--- config.mk ---
export PLATFORM = sky130hd
export DESIGN_NAME = serialboot_fifo
export DESIGN_NICKNAME = d
export VERILOG_FILES = /design/src/rtl/serialboot_pkg.sv /design/src/rtl/sb_word_fifo.sv /design/src/rtl/serialboot_fifo.sv
export SDC_FILE = /design/constraint.sdc
export NUM_CORES = 1
export LEC_CHECK = 0
export ABC_AREA = 1
export BUFFER_PORTS_ARGS = -buffer_cell sky130_fd_sc_hd__buf_2
export CORE_UTILIZATION = 35
export DETAILED_ROUTE_END_ITERATION = 16
export PLACE_DENSITY = 0.57
export SKIP_CTS_REPAIR_TIMING = 1
export SLEW_MARGIN = 20
export SYNTH_ARGS = -nofsm -noshare
export SYNTH_HDL_FRONTEND = slang
export SYNTH_SLANG_ARGS = --single-unit
--- constraint.sdc ---
create_clock -name clk -period 2.95 [get_ports clk]
set_input_delay 0.1475 -clock clk [delete_from_list [all_inputs] [get_ports clk]]
set_output_delay 0.1475 -clock clk [all_outputs]
set_load 0.005 [all_outputs]
--- src/rtl/serialboot_pkg.sv ---
// ============================================================================
// Module   : serialboot_pkg
// Purpose  : Shared FSM state type, control register map and ASCII hex decode
//            for the serial boot hex loader.
// Revision : 1.0  initial release
// ============================================================================
`default_nettype none

package serialboot_pkg;

   typedef enum logic [1:0] {
      ST_IDLE  = 2'd0,
      ST_RECV  = 2'd1,
      ST_FLUSH = 2'd2
   } sb_state_t;

   localparam logic [2:0] c_reg_status = 3'd0;
   localparam logic [2:0] c_reg_addr   = 3'd1;
   localparam logic [2:0] c_reg_ctrl   = 3'd2;
   localparam logic [2:0] c_reg_count  = 3'd3;
   localparam logic [2:0] c_reg_csum   = 3'd4;

   // Returns {valid, nibble}; valid is 0 for any non-hex character.
   function automatic logic [4:0] hex_decode(input logic [7:0] ch);
      logic [4:0] res;
      res = 5'b0;
      if (ch >= 8'h30 && ch <= 8'h39) begin
         res = {1'b1, 4'(ch - 8'h30)};
      end else if (ch >= 8'h61 && ch <= 8'h66) begin
         res = {1'b1, 4'(ch - 8'h57)};
      end else if (ch >= 8'h41 && ch <= 8'h46) begin
         res = {1'b1, 4'(ch - 8'h37)};
      end
      return res;
   endfunction

endpackage

`default_nettype wire

--- src/rtl/sb_word_fifo.sv ---
// ============================================================================
// Module   : sb_word_fifo
// Purpose  : Synchronous word FIFO with full/empty flags, simultaneous push and
//            pop (also when full) and a synchronous clear.
// Revision : 1.0  initial release
// ============================================================================
`default_nettype none

module sb_word_fifo #(
   parameter int WIDTH = 32,
   parameter int DEPTH = 4
) (
   input  logic             clk,
   input  logic             rst_n,
   input  logic             clr,
   input  logic             push,
   input  logic             pop,
   input  logic [WIDTH-1:0] din,
   output logic [WIDTH-1:0] dout,
   output logic             full,
   output logic             empty
);

   localparam int PTR_W = $clog2(DEPTH);

   logic [WIDTH-1:0] r_mem [DEPTH];
   logic [PTR_W:0]   r_wr_ptr;
   logic [PTR_W:0]   r_rd_ptr;
   logic             w_wr_en;
   logic             w_rd_en;

   assign empty   = (r_wr_ptr == r_rd_ptr);
   assign full    = (r_wr_ptr[PTR_W] != r_rd_ptr[PTR_W]) &&
                    (r_wr_ptr[PTR_W-1:0] == r_rd_ptr[PTR_W-1:0]);
   assign w_rd_en = pop & ~empty;
   // A pop in the same cycle frees the slot, so a full FIFO still accepts.
   assign w_wr_en = push & (~full | w_rd_en);
   assign dout    = r_mem[r_rd_ptr[PTR_W-1:0]];

   always_ff @(posedge clk or negedge rst_n) begin
      if (!rst_n) begin
         r_wr_ptr <= '0;
         r_rd_ptr <= '0;
      end else if (clr) begin
         r_wr_ptr <= '0;
         r_rd_ptr <= '0;
      end else begin
         if (w_wr_en) r_wr_ptr <= r_wr_ptr + 1'b1;
         if (w_rd_en) r_rd_ptr <= r_rd_ptr + 1'b1;
      end
   end

   always_ff @(posedge clk) begin
      if (w_wr_en && !clr) r_mem[r_wr_ptr[PTR_W-1:0]] <= din;
   end

endmodule

`default_nettype wire

--- src/rtl/serialboot_fifo.sv ---
// ============================================================================
// Module   : serialboot_fifo
// Purpose  : UART hex loader: assembles hex digits into words, buffers them and
//            writes them to memory with a ready handshake, overriding the CPU
//            memory bus while loading. SERIALBOOT_CHECKSUM_EN adds a word sum.
// Revision : 1.0  initial release
// ============================================================================
`default_nettype none

module serialboot_fifo
   import serialboot_pkg::*;
#(
   parameter int         WORD_W     = 32,
   parameter int         ADDR_W     = 32,
   parameter int         FIFO_DEPTH = 4,
   parameter logic [7:0] END_CHAR   = 8'h20
) (
   input  logic              clk,
   input  logic              rst_n,
   input  logic [2:0]        a,
   input  logic [31:0]       d,
   input  logic              we,
   output logic [31:0]       spo,
   output logic              ready,
   input  logic              burst_en_cpu,
   input  logic [7:0]        burst_length_cpu,
   input  logic [ADDR_W-1:0] a_cpu,
   input  logic [WORD_W-1:0] d_cpu,
   input  logic              we_cpu,
   input  logic              rd_cpu,
   output logic [WORD_W-1:0] spo_cpu,
   output logic              ready_cpu,
   output logic              burst_en_mem,
   output logic [7:0]        burst_length_mem,
   output logic [ADDR_W-1:0] a_mem,
   output logic [WORD_W-1:0] d_mem,
   output logic              we_mem,
   output logic              rd_mem,
   input  logic [WORD_W-1:0] spo_mem,
   input  logic              ready_mem,
   input  logic [7:0]        uart_data,
   input  logic              uart_ready
);

   localparam int ND    = WORD_W / 4;
   localparam int CNT_W = $clog2(ND);
   localparam logic [CNT_W-1:0]  c_last      = CNT_W'(ND - 1);
   localparam logic [ADDR_W-1:0] c_addr_step = ADDR_W'(WORD_W / 8);

   sb_state_t         r_state;
   sb_state_t         w_state_nxt;
   logic              r_abort;
   logic              w_abort_nxt;
   logic [ADDR_W-1:0] r_start_addr;
   logic [ADDR_W-1:0] r_cur_addr;
   logic [31:0]       r_count;
   logic              r_ovf;
   logic              r_pad;
   logic [CNT_W-1:0]  r_cnt;
   logic [WORD_W-1:0] r_word;
   logic [WORD_W-1:0] w_word_ins;
   logic [WORD_W-1:0] w_push_data;
   logic [WORD_W-1:0] w_head;
   logic [ADDR_W-1:0] w_d_addr;
   logic [31:0]       w_cur32;
   logic [31:0]       w_csum;
   logic [4:0]        w_dec;
   logic              w_busy;
   logic              w_full;
   logic              w_empty;
   logic              w_push;
   logic              w_clr;
   logic              w_digit;
   logic              w_end;
   logic              w_wr_req;
   logic              w_fire;
   logic              w_start_cmd;
   logic              w_start_go;
   logic              w_abort_cmd;

   assign w_dec       = hex_decode(uart_data);
   assign w_busy      = (r_state != ST_IDLE);
   assign w_wr_req    = w_busy & ~w_empty;
   assign w_fire      = w_wr_req & ready_mem;
   assign w_start_cmd = we & (a == c_reg_ctrl) & d[0];
   assign w_start_go  = w_start_cmd & (r_state == ST_IDLE);
   assign w_abort_cmd = we & (a == c_reg_ctrl) & ~d[0] & w_busy;
   assign ready       = ~w_busy & ~we;

   generate
      if (ADDR_W >= 32) begin : g_addr_wide
         assign w_d_addr = ADDR_W'(d);
         assign w_cur32  = r_cur_addr[31:0];
      end else begin : g_addr_narrow
         assign w_d_addr = d[ADDR_W-1:0];
         assign w_cur32  = 32'(r_cur_addr);
      end
   endgenerate

   // Word being assembled with the incoming nibble placed at the counter slot.
   always_comb begin
      w_word_ins = r_word;
      for (int i = 0; i < ND; i++) begin
         if (r_cnt == CNT_W'(ND - 1 - i)) w_word_ins[i*4 +: 4] = w_dec[3:0];
      end
   end

   sb_word_fifo #(
      .WIDTH (WORD_W),
      .DEPTH (FIFO_DEPTH)
   ) u_fifo (
      .clk   (clk),
      .rst_n (rst_n),
      .clr   (w_clr),
      .push  (w_push),
      .pop   (w_fire),
      .din   (w_push_data),
      .dout  (w_head),
      .full  (w_full),
      .empty (w_empty)
   );

   always_ff @(posedge clk or negedge rst_n) begin
      if (!rst_n) begin
         r_state <= ST_IDLE;
         r_abort <= 1'b0;
      end else begin
         r_state <= w_state_nxt;
         r_abort <= w_abort_nxt;
      end
   end

   // An abort keeps only the write already on the bus; once it completes
   // (or if none is pending) the buffer is cleared and the loader idles.
   always_comb begin
      w_state_nxt = r_state;
      w_abort_nxt = r_abort;
      w_push      = 1'b0;
      w_push_data = r_word;
      w_clr       = 1'b0;
      w_digit     = 1'b0;
      w_end       = 1'b0;
      case (r_state)
         ST_IDLE: begin
            if (w_start_cmd) begin
               w_state_nxt = ST_RECV;
               w_abort_nxt = 1'b0;
            end
         end
         ST_RECV: begin
            if (w_abort_cmd) begin
               if (w_fire || w_empty) begin
                  w_clr       = 1'b1;
                  w_state_nxt = ST_IDLE;
               end else begin
                  w_abort_nxt = 1'b1;
                  w_state_nxt = ST_FLUSH;
               end
            end else if (uart_ready) begin
               if (uart_data == END_CHAR) begin
                  w_end       = 1'b1;
                  w_push      = (r_cnt != '0);
                  w_state_nxt = ST_FLUSH;
               end else if (w_dec[4]) begin
                  w_digit = 1'b1;
                  if (r_cnt == c_last) begin
                     w_push      = 1'b1;
                     w_push_data = w_word_ins;
                  end
               end
            end
         end
         ST_FLUSH: begin
            if (r_abort || w_abort_cmd) begin
               if (w_fire || w_empty) begin
                  w_clr       = 1'b1;
                  w_abort_nxt = 1'b0;
                  w_state_nxt = ST_IDLE;
               end else begin
                  w_abort_nxt = 1'b1;
               end
            end else if (w_empty) begin
               w_state_nxt = ST_IDLE;
            end
         end
         default: begin
            w_state_nxt = ST_IDLE;
            w_abort_nxt = 1'b0;
         end
      endcase
   end

   always_ff @(posedge clk or negedge rst_n) begin
      if (!rst_n) begin
         r_start_addr <= '0;
         r_cur_addr   <= '0;
         r_count      <= '0;
         r_ovf        <= 1'b0;
         r_pad        <= 1'b0;
         r_cnt        <= '0;
         r_word       <= '0;
      end else begin
         if (we && (a == c_reg_addr) && !w_busy) r_start_addr <= w_d_addr;
         if (w_start_go) begin
            r_cur_addr <= r_start_addr;
            r_count    <= '0;
            r_ovf      <= 1'b0;
            r_pad      <= 1'b0;
            r_cnt      <= '0;
            r_word     <= '0;
         end else begin
            if (w_fire) begin
               r_cur_addr <= r_cur_addr + c_addr_step;
               r_count    <= r_count + 32'd1;
            end
            if (w_push && w_full && !w_fire) r_ovf <= 1'b1;
            if (w_end) begin
               if (r_cnt != '0) r_pad <= 1'b1;
               r_cnt  <= '0;
               r_word <= '0;
            end else if (w_digit) begin
               if (r_cnt == c_last) begin
                  r_cnt  <= '0;
                  r_word <= '0;
               end else begin
                  r_cnt  <= r_cnt + 1'b1;
                  r_word <= w_word_ins;
               end
            end else if (w_abort_cmd) begin
               r_cnt  <= '0;
               r_word <= '0;
            end
         end
      end
   end

`ifdef SERIALBOOT_CHECKSUM_EN
   logic [31:0] r_csum;
   logic [31:0] w_head32;

   if (WORD_W >= 32) begin : g_csum_trunc
      assign w_head32 = w_head[31:0];
   end else begin : g_csum_ext
      assign w_head32 = 32'(w_head);
   end

   always_ff @(posedge clk or negedge rst_n) begin
      if (!rst_n) begin
         r_csum <= '0;
      end else if (w_start_go) begin
         r_csum <= '0;
      end else if (w_fire) begin
         r_csum <= r_csum + w_head32;
      end
   end

   assign w_csum = r_csum;
`else
   assign w_csum = 32'h0;
`endif

   always_ff @(posedge clk or negedge rst_n) begin
      if (!rst_n) begin
         spo <= '0;
      end else begin
         case (a)
            c_reg_status: spo <= {29'b0, r_ovf, r_pad, w_busy};
            c_reg_addr:   spo <= w_cur32;
            c_reg_count:  spo <= r_count;
            c_reg_csum:   spo <= w_csum;
            default:      spo <= '0;
         endcase
      end
   end

   always_comb begin
      burst_en_mem     = burst_en_cpu;
      burst_length_mem = burst_length_cpu;
      a_mem            = a_cpu;
      d_mem            = d_cpu;
      we_mem           = we_cpu;
      rd_mem           = rd_cpu;
      ready_cpu        = ready_mem;
      spo_cpu          = spo_mem;
      if (w_busy) begin
         burst_en_mem     = 1'b0;
         burst_length_mem = 8'd0;
         a_mem            = r_cur_addr;
         d_mem            = w_head;
         we_mem           = w_wr_req;
         rd_mem           = 1'b0;
         ready_cpu        = 1'b0;
      end
   end

endmodule

`default_nettype wire
== Word level (Yosys, flattened, before mapping) ==
Memories as Yosys holds them, arrays and structs flattened.
Index checks and enable logic that the tools add are counted.
Operators by class
  $add $sub $neg: 8
  $lt $le $gt $ge: 6
  equal/unequal tests: 24
  multiplexer cells: 84
  bitwise logic cells: 16
  reductions and logical operators: 29
Operators with widths (number)
  32-bit 2-to-1 mux: 17
  32-bit one-hot mux with 3 select lines: 1
  1-bit 2-to-1 mux: 34
  32-bit by 1-bit adder with 32-bit output (second input constant): 1
  32-bit by 3-bit adder with 32-bit output (second input constant): 1
  4-bit 2-to-1 mux: 8
  3-bit 2-to-1 mux: 9
  8-bit by 7-bit greater-or-equal comparator with 1-bit output (second input constant): 2
  8-bit by 7-bit <= comparator with 1-bit output (second input constant): 2
  2-bit 2-to-1 mux: 8
  5-bit 2-to-1 mux: 3
  2-bit nonzero test: 7
  3-bit by 2-bit == test with 1-bit output (second input constant): 4
  3-bit == test (second input constant): 4
  1-bit AND: 10
  3-bit by 1-bit adder with 3-bit output (second input constant): 3
  1-bit logical AND: 9
  3-bit inequality test (second input constant): 3
  8-bit by 6-bit == test with 1-bit output (second input constant): 1
  8-bit by 6-bit greater-or-equal comparator with 1-bit output (second input constant): 1
  8-bit by 6-bit <= comparator with 1-bit output (second input constant): 1
  8-bit 2-to-1 mux: 1
  2-bit inequality test (second input constant): 4
  4-bit by 3-bit subtractor with 4-bit output (second input constant): 2
  other kinds (22): 31
Word-level totals
  register bits after elaboration: 174
  memory bits (writable): 128
  bits of input ports: 155
  output and inout bits: 141
  word-level logic and storage cells: 180
  memories kept: 1
Memories
  u_fifo.r_mem: depth 4, width 32, rd ports 1, clocked after Yosys merged registers in 0, wr ports 1, RTL line sb_word_fifo.sv:26  | logic [WIDTH-1:0] r_mem [DEPTH];

== Logic depth before layout (Yosys ltp) ==
  depth in word-level cells: 14
  gate-level depth with buffers: 12
  gate-level depth less buffers: 12

== Cells and area by module ==
A second synthesis with hierarchy kept.
Second synthesis, totals
  cell total of the unflattened synthesis: 1888
  area total of the unflattened synthesis: 15701.3 µm²
By module, submodules not included
  serialboot_fifo: instances 1, cells each 1515, area an instance 10470.0 µm², seq. area each 4204.0 µm²
  sb_word_fifo: instances 1, cells each 373, area an instance 5231.3 µm², seq. area each 3993.8 µm²

== Worst setup path after synthesis ==
OpenSTA, ideal clock, no wires.
  path kind: register -> register
  start point: register r_state[0]
  end point: memory u_fifo.r_mem[0][0], enable pin
  setup time: 0.421 ns
  arrival time: 2.868 ns
  required time: 2.529 ns
  setup slack: -0.339 ns
  cell stages (with the launch flop): 12
  buffers on the path: 1
  period minus slack after synthesis: 3.289 ns
  cells stage by stage: dfrtp_1 -> inv_1 -> ha_1 -> buf_4 -> nor2_1 -> nand3_2 -> nand2_2 -> nor2_1 -> nand2_1 -> nand2_2 -> nand3_2 -> nor2_1
On the way
  cells in the longest elaborated chain, start to end: 11
  elaborated cells between the ends (all ways): 21
  those cells by class: 2 x eq/ne; 8 x mux; 6 x bitwise; 5 x reduce/logical
RTL lines
  start, declared: RTL line serialboot_fifo.sv:50  | sb_state_t r_state;
  start signal, assigned: RTL line serialboot_fifo.sv:128  | r_state <= w_state_nxt;
  2-bit nonzero test: RTL line serialboot_fifo.sv:82  | assign w_busy = (r_state != ST_IDLE);
  1-bit AND: RTL line serialboot_fifo.sv:83  | assign w_wr_req = w_busy & ~w_empty;
  1-bit AND: RTL line serialboot_fifo.sv:84  | assign w_fire = w_wr_req & ready_mem;
  1-bit logical OR: RTL line serialboot_fifo.sv:152, serialboot_fifo.sv:175
  1-bit 2-to-1 mux: RTL line serialboot_fifo.sv:152, serialboot_fifo.sv:175
  1-bit 2-to-1 mux (on tied branches): RTL line serialboot_fifo.sv:174, serialboot_fifo.sv:151
  1-bit one-hot mux with 2 select lines: RTL line serialboot_fifo.sv:143  | case (r_state)
  1-bit logical NOT: RTL line sb_word_fifo.sv:54  | if (w_wr_en && !clr) r_mem[r_wr_ptr[PTR_W-1:0]] <= din;
  1-bit logical AND *: RTL line sb_word_fifo.sv:54
  1-bit 2-to-1 mux *: RTL line sb_word_fifo.sv:54
  1-bit 2-to-1 mux (implied by the code) *: RTL line sb_word_fifo.sv:54
  end, declared: RTL line sb_word_fifo.sv:26
Mark *: on every way between the ends. The rest lies on a longest branch, timed or not.

== Worst setup path after layout ==
  start point: register u_fifo.r_rd_ptr[0]
  end point: output d_mem[6]
On the way
  cells in the longest elaborated chain, start to end: 2
RTL lines
  start, declared: RTL line sb_word_fifo.sv:28  | logic [PTR_W:0] r_rd_ptr;
  start signal, assigned: RTL line sb_word_fifo.sv:49  | if (w_rd_en) r_rd_ptr <= r_rd_ptr + 1'b1;
  memory 4 x 32 bit
  32-bit 2-to-1 mux: RTL line serialboot_fifo.sv:285  | if (w_busy) begin
  end, declared: RTL line serialboot_fifo.sv:36  | output logic [WORD_W-1:0] d_mem,
Every way passes these cells.

==> metrics.md <==
| Metric | Value |
|---|---|
| Num CTS Buffers | `35` |
| Setup TNS | `0 ns` |
| Synth Area in Simple Gates | `23.87%` |
| Pre-CTS setup slack | `0.3925 ns` |
| TritonCTS clock tree | `built` |
| Clock power share | `27.6%` |
| Final Cell Area | `18610 um2` |
| Gr ovfl total | `0` |
| Xor/xnor share of the synthesized area | `1.564%` |
| Sw Ratio | `38.53%` |
| Crit path DAT | `2.60 ns` |
| Worst-margin pin slew | `0.7288 ns` |
| Net load switching power | `0.005874 W` |
| Post-DP Area | `17190 um2` |
| Final ANT Viol Nets | `0` |
| CTS Buffer Depth | `3` |
| Final min period | `2.750 ns` |
| Die Width | `213.1 um` |
| Post-route setup slack | `0.1998 ns` |
| Ports | `296` |
| Routed WL per cell | `18.37 um` |
| Syn Inst Count | `1851` |
| Syn Area/Cell | `8.429 um2` |
| Largest net degree at the start of global routing | `77` |
| Internal power | `0.009373 W` |
| Crit path required time | `2.80 ns` |
| Worst slew margin | `51.34%` |
| Hold WS | `-0.004591 ns` |
| Final Core Density | `42.74%` |
| Full die area | `45430 um2` |
| Vias/cell | `4.991` |
| Comb power frac | `35.6%` |
| Seq/Total Area, Yosys | `52.54%` |
| Period utilization | `93.23%` |
| Vias in the first global route | `12800` |
| Total clock sinks | `302` |
| CP Max Fanout | `65` |
| Pleak | `8.391 nW` |
| Async SR Flop Fraction | `57.62%` |
| Max-cap viol count | `0` |
| Multiplexer share of the synthesized area | `1.660%` |
| Nets | `2246` |
| Adder-cell share of the synthesized area | `1.604%` |
| Chip height | `213.1 um` |
| Worst hold path type | `input pin to flop` |
| Final HPWL DP | `34560 um` |
| Finish-stage setup viols | `0` |
| Root Driver | `clkbuf_16` |
| Post-synth top flop | `dfrtp_1` |
| Number of synthesized flops with an enable pin | `128` |
| Synthesized flop and latch total | `302` |
| Leading cell type in the layout, fill and taps excluded | `nand2_1` |
| Max frequency | `363.6 MHz` |
| Most frequent cells in the layout | `nand2_1, nor2_1, buf_2, dfrtp_1, o21ai_0` |
| Post-synthesis cell area | `15600 um2` |
| Kind of critical path | `flop to output pin` |
| Post-route DRC | `0` |
| Status | `finished with violations` |
| FP Rows | `76` |
| Layout area overhead | `19.30%` |
| Ys Warns | `0` |
| # port buffers | `231` |
| H-tree depth | `2` |
| Initial antenna violation count | `3` |
| GRT Util Overall | `21.48%` |
| Compound-Gate Fraction of Synth Area | `10.42%` |
| Failing checks | `negative hold slack` |
| Max VDD drop | `0.0004561 V` |
| Post-Syn Nets | `2026` |
| RSZ-0062 raised after global routing | `false` |
| Sequential share of power | `36.8%` |
| P per Cell Area | `819.1 nW/um2` |
| Unique cell type count in the Yosys netlist | `41` |
| Critical Path Sink Type | `output pin` |
| DR iter-0 viols | `1056` |
| Layout cell share with drive strength beyond 1 | `17.41%` |
| Slew Viols, Final | `0` |
| DR vias | `13390` |
| Final Wtd Congestion | `0.9188` |
| Clock skew | `0.01794 ns` |
| Core Area | `43550 um2` |
| Initial Util | `35.83%` |
| Global-route wire length before repair | `74180 um` |
| Worst-Skew Late Latency | `0.54 ns` |
| DR pass1 iterations | `7` |
| Register clock-pin slew on the reported worst setup and hold paths | `0.06 ns` |
| Startpoint types | `flop` |
| Largest family of logic cells by synthesized area | `simple AND/OR/NAND/NOR gates` |
| Final hold vios | `1` |
| Final WL | `49270 um` |
layout make-up:
class,instances,area (um2)
tap,585,732.0
clock inverter,15,140.1
clock buffer,47,950.9
timing repair buffer,300,1838
fill,4442,24940
multi-input combinational,1263,6115
inverter,169,636.9
sequential,302,8199
antenna,1,2.502
routing by layer:
layer  share of wire (%)  global-route usage (%)
met5                   0                       0
met4                 2.3                   6.453
met3                 5.7                   4.148
met2                  45                   33.48
met1                  46                   30.13
flip-flops by register name, indices dropped and copies added (netlist names), 2 cells and up:
name,cells
r_start_addr,32
r_state,2
u_fifo.r_mem,128
r_cnt,3
r_word,32
u_fifo.r_wr_ptr,3
spo,32
r_count,32
r_cur_addr,32
u_fifo.r_rd_ptr,3
path summary, 6_finish.rpt:
| kind | startpoint | to | slack [ns] | cells past startpoint |
|---|---|---|---|---|
| min in group asynchronous | rst_n | r_word[21]$_DFFE_PN0P_ | 0.19 | 2 |
| worst max-delay path | u_fifo.r_rd_ptr[0]$_DFFE_PN0P_ | d_mem[6] | 0.20 | 6 |
| worst min-delay path | a[1] | spo[2]$_DFF_PN0_ | -0.005 | 4 |
| worst max register to register | r_state[1]$_DFFE_PN0P_ | u_fifo.r_mem[1][26]$_DFFE_PP_ | 0.39 | 11 |
| worst min register to register | u_fifo.r_rd_ptr[2]$_DFFE_PN0P_ | u_fifo.r_rd_ptr[2]$_DFFE_PN0P_ | 0.49 | 1 |
| max in group asynchronous | rst_n | r_word[14]$_DFFE_PN0P_ | 1.97 | 3 |
power groups by stage:
stage / sequential, W / combinational [W] / clock, W
floorplan: 0.00548 / 0.00340 / 0
global placement: 0.00567 / 0.00531 / 0
finish: 0.00562 / 0.00542 / 0.00421
CTS: 0.00561 / 0.00540 / 0.00428
detailed placement: 0.00568 / 0.00538 / 0
global route: 0.00570 / 0.00604 / 0.00445
stage by stage:
stage / power, W / cells
finish: 0.01525 / 2682
global route: 0.01618 / 2682
CTS: 0.01529 / 2648
detailed placement: 0.01106 / 2586
global placement: 0.01098 / 2586
floorplan: 0.008881 / 1851
kinds of logic after synthesis:
logic type | count (synthesis)
AOI/OAI and AO/OA | 297
adders and majority gates | 20
buffers and inverters | 286
DFF | 302
muxes | 23
and+or+nand+nor | 896
xor gates and xnor gates | 27
Yosys cell counts (28+ instances only):
cell type / number / area, um2
dfrtp_1: 174 / 4354
o22ai_1: 34 / 212.7
nand3_1: 130 / 650.6
clkbuf_1: 36 / 135.1
buf_4: 42 / 315.3
a31oi_1: 32 / 200.2
nor3_1: 28 / 140.1
edfxtp_1: 128 / 3844
nand2_1: 445 / 1670
nor2_1: 248 / 930.9
o21ai_0: 171 / 855.8
inv_1: 162 / 608.1
critical path, cell delays in order (launching register included):
cell     delay (ns)
dfrtp_2        0.43
buf_4          0.26
inv_2          0.08
buf_4          0.50
o21ai_0        0.29
a31oi_1        0.29
buf_2          0.16
No activity file was read; power rests on OpenSTA's default activity.
